[config.mk]
export PLATFORM = sky130hd
export DESIGN_NAME = trig_counter_capture_flat
export DESIGN_NICKNAME = d
export VERILOG_FILES = /design/src/rtl/trig_counter_capture_pkg.sv /design/src/rtl/trig_counter_capture_if.sv /design/src/rtl/trig_counter_capture_ud_accum.sv /design/src/rtl/trig_counter_capture.sv /design/src/flat_wrapper.sv
export SDC_FILE = /design/constraint.sdc
export NUM_CORES = 1
export LEC_CHECK = 0
export ABC_AREA = 1
export CORE_ASPECT_RATIO = 1.75
export CORE_MARGIN = 2
export CORE_UTILIZATION = 48
export DETAILED_ROUTE_END_ITERATION = 6
export PLACE_DENSITY = 0.87
export SLEW_MARGIN = 20
export SYNTH_ARGS = -nofsm -noshare
export SYNTH_HDL_FRONTEND = slang
export SYNTH_SLANG_ARGS = --single-unit
[constraint.sdc]
create_clock -name sys_clk -period 5.76 [get_ports sys_clk]
set_clock_uncertainty 0.15 [all_clocks]
set_input_delay 1.152 -clock sys_clk [delete_from_list [all_inputs] [get_ports sys_clk]]
set_output_delay 1.152 -clock sys_clk [all_outputs]
set_load 0.005 [all_outputs]
[src/rtl/trig_counter_capture_pkg.sv]
// Shared trigger/status bit positions and small helpers for the counter/capture stage.
// Both the top level and the bench import this package.
package trig_counter_pkg;

   localparam int TRIG_W = 16;

   localparam int TRIG_CLEAR   = 0;
   localparam int TRIG_UP      = 1;
   localparam int TRIG_DOWN    = 2;
   localparam int TRIG_CAPTURE = 3;

   localparam int TOUT_CAP_DONE = 0;
   localparam int TOUT_SAT      = 1;

   typedef struct packed {
      logic clear;
      logic up;
      logic down;
      logic capture;
   } trig_cmd_t;

   function automatic trig_cmd_t decodeTrig(input logic [3:0] trigLow);
      trig_cmd_t cmd;
      cmd.clear   = trigLow[TRIG_CLEAR];
      cmd.up      = trigLow[TRIG_UP];
      cmd.down    = trigLow[TRIG_DOWN];
      cmd.capture = trigLow[TRIG_CAPTURE];
      return cmd;
   endfunction

   function automatic logic [TRIG_W-1:0] packTrigOut(input logic capDone, input logic sat);
      logic [TRIG_W-1:0] word;
      word                = '0;
      word[TOUT_CAP_DONE] = capDone;
      word[TOUT_SAT]      = sat;
      return word;
   endfunction

endpackage

[src/rtl/trig_counter_capture_if.sv]
// Host-facing bundle: trigger/WireIn inputs towards the counter stage and
// the live counters, snapshots and status pulses coming back.
interface trig_counter_capture_if #(
   parameter int WIDTH  = 32,
   parameter int STEP_W = 16
);
   logic [15:0]       trig;
   logic [STEP_W-1:0] step;
   logic              sat_mode;
   logic [WIDTH-1:0]  free_cnt;
   logic [WIDTH-1:0]  ud_cnt;
   logic [WIDTH-1:0]  snap_free;
   logic [WIDTH-1:0]  snap_ud;
   logic [7:0]        snap_seq;
   logic              sat_flag;
   logic [15:0]       trig_out;

   modport master (
      output trig, step, sat_mode,
      input  free_cnt, ud_cnt, snap_free, snap_ud, snap_seq, sat_flag, trig_out
   );

   modport slave (
      input  trig, step, sat_mode,
      output free_cnt, ud_cnt, snap_free, snap_ud, snap_seq, sat_flag, trig_out
   );
endinterface

[src/rtl/trig_counter_capture_ud_accum.sv]
// Up/down accumulator with wrap or saturate arithmetic; reports each clamp as a
// one-cycle strobe and keeps a sticky saturation flag that only clear resets.
module ud_accum #(
   parameter int WIDTH  = 32,
   parameter int STEP_W = 16
) (
   input  logic              clk_i,
   input  logic              rst_ni,
   input  logic              clear_i,
   input  logic              up_i,
   input  logic              down_i,
   input  logic [STEP_W-1:0] step_i,
   input  logic              satMode_i,
   output logic [WIDTH-1:0]  value_o,
   output logic              clamp_o,
   output logic              satFlag_o
);

   localparam int EXT_W = WIDTH + 1;

   logic [WIDTH-1:0] value_q, value_d;
   logic             clamp_q, clamp_d;
   logic             satFlag_q, satFlag_d;
   logic [EXT_W-1:0] stepExt, sum, diff;

   // The extra top bit of sum/diff is the carry/borrow; an exact landing on
   // all-ones or zero leaves it clear, so it never counts as a clamp.
   always_comb begin
      stepExt   = EXT_W'(step_i);
      sum       = {1'b0, value_q} + stepExt;
      diff      = {1'b0, value_q} - stepExt;
      value_d   = value_q;
      clamp_d   = 1'b0;
      satFlag_d = satFlag_q;
      if (clear_i) begin
         value_d   = '0;
         satFlag_d = 1'b0;
      end else if (up_i && down_i) begin
         value_d = value_q;
      end else if (up_i) begin
         if (sum[WIDTH] && satMode_i) begin
            value_d   = '1;
            clamp_d   = 1'b1;
            satFlag_d = 1'b1;
         end else begin
            value_d = sum[WIDTH-1:0];
         end
      end else if (down_i) begin
         if (diff[WIDTH] && satMode_i) begin
            value_d   = '0;
            clamp_d   = 1'b1;
            satFlag_d = 1'b1;
         end else begin
            value_d = diff[WIDTH-1:0];
         end
      end
   end

   always_ff @(posedge clk_i or negedge rst_ni) begin
      if (!rst_ni) begin
         value_q   <= '0;
         clamp_q   <= 1'b0;
         satFlag_q <= 1'b0;
      end else begin
         value_q   <= value_d;
         clamp_q   <= clamp_d;
         satFlag_q <= satFlag_d;
      end
   end

   assign value_o   = value_q;
   assign clamp_o   = clamp_q;
   assign satFlag_o = satFlag_q;

endmodule

[src/rtl/trig_counter_capture.sv]
// Counter/capture stage: free-running and stepped counters, tear-free snapshots
// for the host, and one-cycle TriggerOut status pulses.
module trig_counter_capture
   import trig_counter_pkg::*;
#(
   parameter int WIDTH  = 32,
   parameter int STEP_W = 16
) (
   input  logic                   sys_clk,
   input  logic                   reset_n,
   trig_counter_capture_if.slave  bus
);

   logic [1:0]        rstSync_q;
   logic              rstN;
   logic [STEP_W-1:0] stepMeta_q, step_q;
   logic              modeMeta_q, mode_q;
   logic [WIDTH-1:0]  freeCnt_q, freeCnt_d;
   logic [WIDTH-1:0]  snapFree_q, snapFree_d;
   logic [WIDTH-1:0]  snapUd_q, snapUd_d;
   logic [7:0]        snapSeq_q, snapSeq_d;
   logic              capDone_q, capDone_d;
   logic [WIDTH-1:0]  udValue;
   logic              udClamp;
   logic              udSatFlag;
   trig_cmd_t         cmd;
   logic              unusedTrig;

   // Reset asserts immediately but releases two edges later, clean of sys_clk.
   always_ff @(posedge sys_clk or negedge reset_n) begin
      if (!reset_n) begin
         rstSync_q <= '0;
      end else begin
         rstSync_q <= {rstSync_q[0], 1'b1};
      end
   end

   assign rstN       = rstSync_q[1];
   assign cmd        = decodeTrig(bus.trig[3:0]);
   assign unusedTrig = ^bus.trig[TRIG_W-1:4];

   // step and sat_mode come from the ti_clk WireIn side, so only the
   // second synchronizer stage feeds the arithmetic.
   always_ff @(posedge sys_clk or negedge rstN) begin
      if (!rstN) begin
         stepMeta_q <= '0;
         step_q     <= '0;
         modeMeta_q <= 1'b0;
         mode_q     <= 1'b0;
      end else begin
         stepMeta_q <= bus.step;
         step_q     <= stepMeta_q;
         modeMeta_q <= bus.sat_mode;
         mode_q     <= modeMeta_q;
      end
   end

   // Snapshots take the pre-update counter values, so a capture issued with
   // clear still records the old up/down count.
   always_comb begin
      freeCnt_d  = freeCnt_q + WIDTH'(1);
      snapFree_d = cmd.capture ? freeCnt_q : snapFree_q;
      snapUd_d   = cmd.capture ? udValue : snapUd_q;
      snapSeq_d  = snapSeq_q + 8'(cmd.capture);
      capDone_d  = cmd.capture;
   end

   always_ff @(posedge sys_clk or negedge rstN) begin
      if (!rstN) begin
         freeCnt_q  <= '0;
         snapFree_q <= '0;
         snapUd_q   <= '0;
         snapSeq_q  <= '0;
         capDone_q  <= 1'b0;
      end else begin
         freeCnt_q  <= freeCnt_d;
         snapFree_q <= snapFree_d;
         snapUd_q   <= snapUd_d;
         snapSeq_q  <= snapSeq_d;
         capDone_q  <= capDone_d;
      end
   end

   ud_accum #(
      .WIDTH  (WIDTH),
      .STEP_W (STEP_W)
   ) u_udAccum (
      .clk_i     (sys_clk),
      .rst_ni    (rstN),
      .clear_i   (cmd.clear),
      .up_i      (cmd.up),
      .down_i    (cmd.down),
      .step_i    (step_q),
      .satMode_i (mode_q),
      .value_o   (udValue),
      .clamp_o   (udClamp),
      .satFlag_o (udSatFlag)
   );

   assign bus.free_cnt  = freeCnt_q;
   assign bus.ud_cnt    = udValue;
   assign bus.snap_free = snapFree_q;
   assign bus.snap_ud   = snapUd_q;
   assign bus.snap_seq  = snapSeq_q;
   assign bus.sat_flag  = udSatFlag;
   assign bus.trig_out  = packTrigOut(capDone_q, udClamp);

endmodule
[src/flat_wrapper.sv]
// flat-port wrapper written by rule: the top's interface ports become plain ports
module trig_counter_capture_flat import trig_counter_pkg::*;
#(
   parameter int WIDTH  = 32,
   parameter int STEP_W = 16
)
  (sys_clk, reset_n, bus_trig, bus_step, bus_sat_mode, bus_free_cnt, bus_ud_cnt, bus_snap_free, bus_snap_ud, bus_snap_seq, bus_sat_flag, bus_trig_out);
  trig_counter_capture_if #(.WIDTH(WIDTH), .STEP_W(STEP_W)) bus_i ();
  input  logic sys_clk;
  input  logic reset_n;
  input wire logic [$bits(bus_i.trig)-1:0] bus_trig;
  input wire logic [$bits(bus_i.step)-1:0] bus_step;
  input wire logic [$bits(bus_i.sat_mode)-1:0] bus_sat_mode;
  output wire logic [$bits(bus_i.free_cnt)-1:0] bus_free_cnt;
  output wire logic [$bits(bus_i.ud_cnt)-1:0] bus_ud_cnt;
  output wire logic [$bits(bus_i.snap_free)-1:0] bus_snap_free;
  output wire logic [$bits(bus_i.snap_ud)-1:0] bus_snap_ud;
  output wire logic [$bits(bus_i.snap_seq)-1:0] bus_snap_seq;
  output wire logic [$bits(bus_i.sat_flag)-1:0] bus_sat_flag;
  output wire logic [$bits(bus_i.trig_out)-1:0] bus_trig_out;
  assign bus_i.trig = bus_trig;
  assign bus_i.step = bus_step;
  assign bus_i.sat_mode = bus_sat_mode;
  assign bus_free_cnt = bus_i.free_cnt;
  assign bus_ud_cnt = bus_i.ud_cnt;
  assign bus_snap_free = bus_i.snap_free;
  assign bus_snap_ud = bus_i.snap_ud;
  assign bus_snap_seq = bus_i.snap_seq;
  assign bus_sat_flag = bus_i.sat_flag;
  assign bus_trig_out = bus_i.trig_out;
  trig_counter_capture #(.WIDTH(WIDTH), .STEP_W(STEP_W)) u_core (.sys_clk(sys_clk), .reset_n(reset_n), .bus(bus_i));
endmodule
* Word level (Yosys, flattened, before mapping)
Index checks and enable logic that the tools add are counted.
** Operators by class
- $add $sub $neg :: 4
- Muxes and demuxes :: 18
- Reductions and logical operators :: 7
- Eq/ne operators :: 2
** Operators by type and width (number)
- $mux W32 :: 6
- $add A32 B16 Y33 :: 1
- $sub A32 B16 Y33 :: 1
- $add A32 B1 Y32 const B :: 1
- $mux W1 :: 12
- $add A8 B1 Y8 :: 1
- $reduce_bool A3 Y1 :: 2
- $reduce_and A4 Y1 :: 1
- $logic_and A1 B1 Y1 :: 3
- $ne A3 B2 Y1 const B :: 1
- $ne A2 B2 Y1 const B :: 1
- $reduce_and A2 Y1 :: 1
** Storage, ports and cells
- Input bits :: 35
- Logic and storage cells :: 44
- Bits in registers :: 175

* Longest topological paths before layout
- Depth after elaboration :: 7
- Depth in mapped cells :: 18
- Depth with buffers taken out :: 17

* By module
From an unflattened synthesis, not the netlist that was laid out.
** Second synthesis, totals
- Cells, all modules :: 1351
- Area, all modules :: 10666.5 µm²
** By module, submodules not included
- trig_counter_capture :: times used 1, area an instance 5412.7 µm², sequential area each 3528.4 µm², cells each 446
- ud_accum :: times used 1, area an instance 5253.8 µm², sequential area each 850.8 µm², cells each 905

* Worst setup path after synthesis
No wires, ideal clock.
- Path type :: input port to flip-flop
- Start point :: in bus_trig[3]
- End point :: reg u_core.snapFree_q[10] (netlist: u_core.bus.snap_free[10])
- Stages on the path :: 3
- Arrival time :: 2140 ps
- Slack :: 3345 ps
- Cells stage by stage :: clkbuf_1 clkbuf_1 mux2_2
** RTL lines
- from (decl) :: RTL line flat_wrapper.sv:11 : input wire logic [$bits(bus_i.trig)-1:0] bus_trig;
- to (signal assigned) :: RTL line trig_counter_capture.sv:77 : snapFree_q <= snapFree_d;
- to (decl) :: RTL line trig_counter_capture.sv:19 : logic [WIDTH-1:0] snapFree_q, snapFree_d;
No word-level cell between the ends.

* Worst setup path in the final report
- Start point :: in bus_trig[1]
- End point :: reg u_core.u_udAccum.value_q[2] (netlist: u_core.u_udAccum.value_o[2])
** Between the ends
- Longest elaborated chain between the ends :: 3
- Elaborated cells on any way between the ends :: 7
** RTL lines
- $mux W32 or $logic_and A1 B1 Y1 (tied branches) :: RTL line trig_counter_capture_ud_accum.sv:40, trig_counter_capture_ud_accum.sv:38
- $mux W32 or $ne A2 B2 Y1 (tied branches)
- $mux W32 or $reduce_and A2 Y1 (tied branches)
- to (signal assigned) :: RTL line trig_counter_capture_ud_accum.sv:65 : value_q <= value_d;
- to (decl) :: RTL line trig_counter_capture_ud_accum.sv:21 : logic [WIDTH-1:0] value_q, value_d;
Parallel ways exist; a longest one is shown, timed or not. The select of a mux whose other input is x is not followed.
A chain may end at the register's enable or synchronous reset.

==> reports/results.txt <==
via count: 9,072
post-CTS sizing: 0
std cell rows: 71
most common cell after layout, fill and taps aside: nand2_1
nature of the critical path endpoint: register
first-pass GRT wire length: 47,900 µm
share of layout cells above drive strength 1: 0.0965
vias per cell: 5.18
DRC violations left: 0
Pwr per Cell Area: 401 nW/µm²
Post-synth EDFFs: 0
# port buffers: 161
I/O pin total: 188
Worst R2R Path Depth: 16
CP Data Required Time: 5.96 ns
Core Area: 21,400 µm²
worst-skew pair later-pin latency: 0.45 ns
CP arrival: 3.52 ns
dpl cell area: 12,000 µm²
HP Class: register to register
Max Freq: 301 MHz
fin cells: 1,753
initial antenna violation count: 0
Synth top area share: 0.422
commonest non-fill, non-tap cells in the layout: 349 x nand2_1, 174 x dfrtp_1, 160 x clkdlybuf4s50_1, 153 x inv_1, 136 x nor2_1
area occupied by multi-input gates: 4990 µm²
status: complete, no violations
max capacitance violation total: 0
grt met3 use: 0.0515
top post-synthesis cells by area: dfrtp_1 42%, nand2_1 13%, inv_1 5.5%
Die Area: 22,900 µm²
initial DRC count: 599
crit path launch type: input port
setup ws final: 2.44 ns
LEAKAGE: 6.32 nW
area of the mapped netlist: 10,400 µm²
starting density of the core: 0.485
peak supply drop: 0.000280 V
Die H: 199 µm
ANT cells: 0
post-CTS setup buffer count: 0
final instance area: 12,600 µm²
Setup violations, final: 0
Tot Pwr: 5.06 mW
remaining antenna violation count after routing: 0
DP Cell Count: 1,721
final period utilization: 0.576
largest net degree at the start of global routing: 103
H-tree depth: 4
post-DP HPWL: 22,700 µm
unrepaired setup endpoints after global routing: false
fin crit period: 3.32 ns
Bufs on Longest Clock Path: 2
CP Max Fanout: 25
final hold slack: 0.196 ns
Reg area: 4380 µm²
Syn Inst Count: 1,308
register area share after synthesis: 0.422
CTS tree: done
P&R area growth vs syn: 21.5%
met1 Use GR: 0.288
ys async rst share: 1.00
CTS Buf Count: 17
busiest grt layer: met2
RePlAce Congestion: 0.973
Hold Vio Cnt, Final: 0
setup TNS: 0 ns
Nets: 1,520
hold buffer count at CTS: 0
GRT Overall Usage: 0.276
WL/cell: 17.4 µm
Slew Limit Fails: 0
global route overflow: 0
clk root buf: clkbuf_16
vias in the first global route: 9,249
clock sinks: 175
Synth Register Bits: 175
dpl ws: 2.07 ns
drt first pass iters: 5
Slew headroom: 0.394
Ys Warns: 0
Synth area leader: dfrtp_1
Die X: 115 µm
WL final: 30,400 µm
hold path cells: 0
filler cell count: 1,880
core occupancy in the finished layout: 0.589
crit path kind: input port to register
Top FF cell, synth: dfrtp_1
worst slew pin tran: 0.909 ns
Mean Syn Cell Area: 7.94 µm²
M2 GR Usage: 0.499
synth unique cells: 47
clock transition at the registers of the reported paths: 0.07 ns
path summary, 6_finish.rpt:
path | start | endpoint | slack, ns
worst min-delay path | u_core.stepMeta_q[4] | u_core.step_q[4] | 0.20
worst min register to register | u_core.stepMeta_q[4] | u_core.step_q[4] | 0.20
worst max register to register | u_core.u_udAccum.value_o[0] | u_core.u_udAccum.value_o[15] | 2.72
min in group asynchronous | u_core.rstSync_q[1] | u_core.bus.snap_free[25] | 0.31
max in group asynchronous | u_core.rstSync_q[1] | u_core.u_udAccum.value_o[30] | 3.86
worst max-delay path | bus_trig[1] | u_core.u_udAccum.value_o[2] | 2.44
cells by family (layout without fill, tap and decap cells):
kind of cell             Yosys count  after routing  synth area share
AO/OA/AOI/OAI                    117            117            0.0616
XOR/XNOR                          63             63            0.0531
AND/OR/NAND/NOR                  660            660             0.284
adder cells (fa/ha/maj)           37             37            0.0460
buffers and inverters            226            366             0.103
flip-flops                       175            175             0.422
other                              2             15          0.000723
multiplexers                      28             28            0.0304
power breakdown:
part,switching (mW),internal (mW)
Combinational,1.34,0.869
Clock,0.526,0.664
Sequential,0.243,1.42
Total,2.11,2.95
sequential cells by signal, summed over array words and instances, names as in the netlist:
signal                      flops
u_core.capDone_q                1
u_core.u_udAccum.satFlag_o      1
u_core.bus.snap_ud             32
u_core.u_udAccum.clamp_o        1
u_core.step_q                  16
u_core.mode_q                   1
u_core.bus.snap_free           32
u_core.bus.free_cnt            32
u_core.u_udAccum.value_o       32
u_core.bus.snap_seq             8
u_core.modeMeta_q               1
u_core.rstSync_q                2
u_core.stepMeta_q              16
metal layers:
metal / part of all wire / vias up
li1: - / 4353
met1: 0.36 / 4274
met2: 0.53 / 350
met3: 0.051 / 95
met4: 0.060 / 0
met5: 0 / -
Yosys cell counts, types with 2 or more instances:
cell type  count
buf_4         22
nor2_1       136
inv_1        153
or2_1          2
nand2_2       12
nand2_4        3
o21ai_1        8
a31oi_1        2
fa_1           2
nand2_1      349
o21ai_2        2
a21oi_2        6
buf_1          3
nor4_1         3
nand4_1       18
nand3_2       14
o21bai_1       2
mux2_2        28
conb_1         2
nor2_4         4
nor3_2         5
buf_2          3
inv_2         14
buf_6         15
dfrtp_1      175
nor3_1        16
a21oi_1       76
clkbuf_1      13
nor2_2         9
xor2_1        50
nand3_1       82
o21ai_0       18
ha_1          35
xnor2_1       13
worst max-delay path, stage by stage:
cell             delay, ns
clkdlybuf4s50_1       0.56
nor2_1                0.10
nor2_1                0.11
nor2_1                0.05
buf_4                 0.24
inv_1                 0.63
buf_4                 0.39
o211ai_1              0.13
nand2_1               0.07
inv_1                 0.04
area by class of cell:
cell class                 count  area share
clock buffer                  20      0.0354
clock inverter                12      0.0119
inverter                     168      0.0504
multi-input combinational    920       0.395
sequential                   175       0.347
tap                          292      0.0290
timing repair buffer         166       0.131
Note: power is estimated with default switching activity, not from simulation.
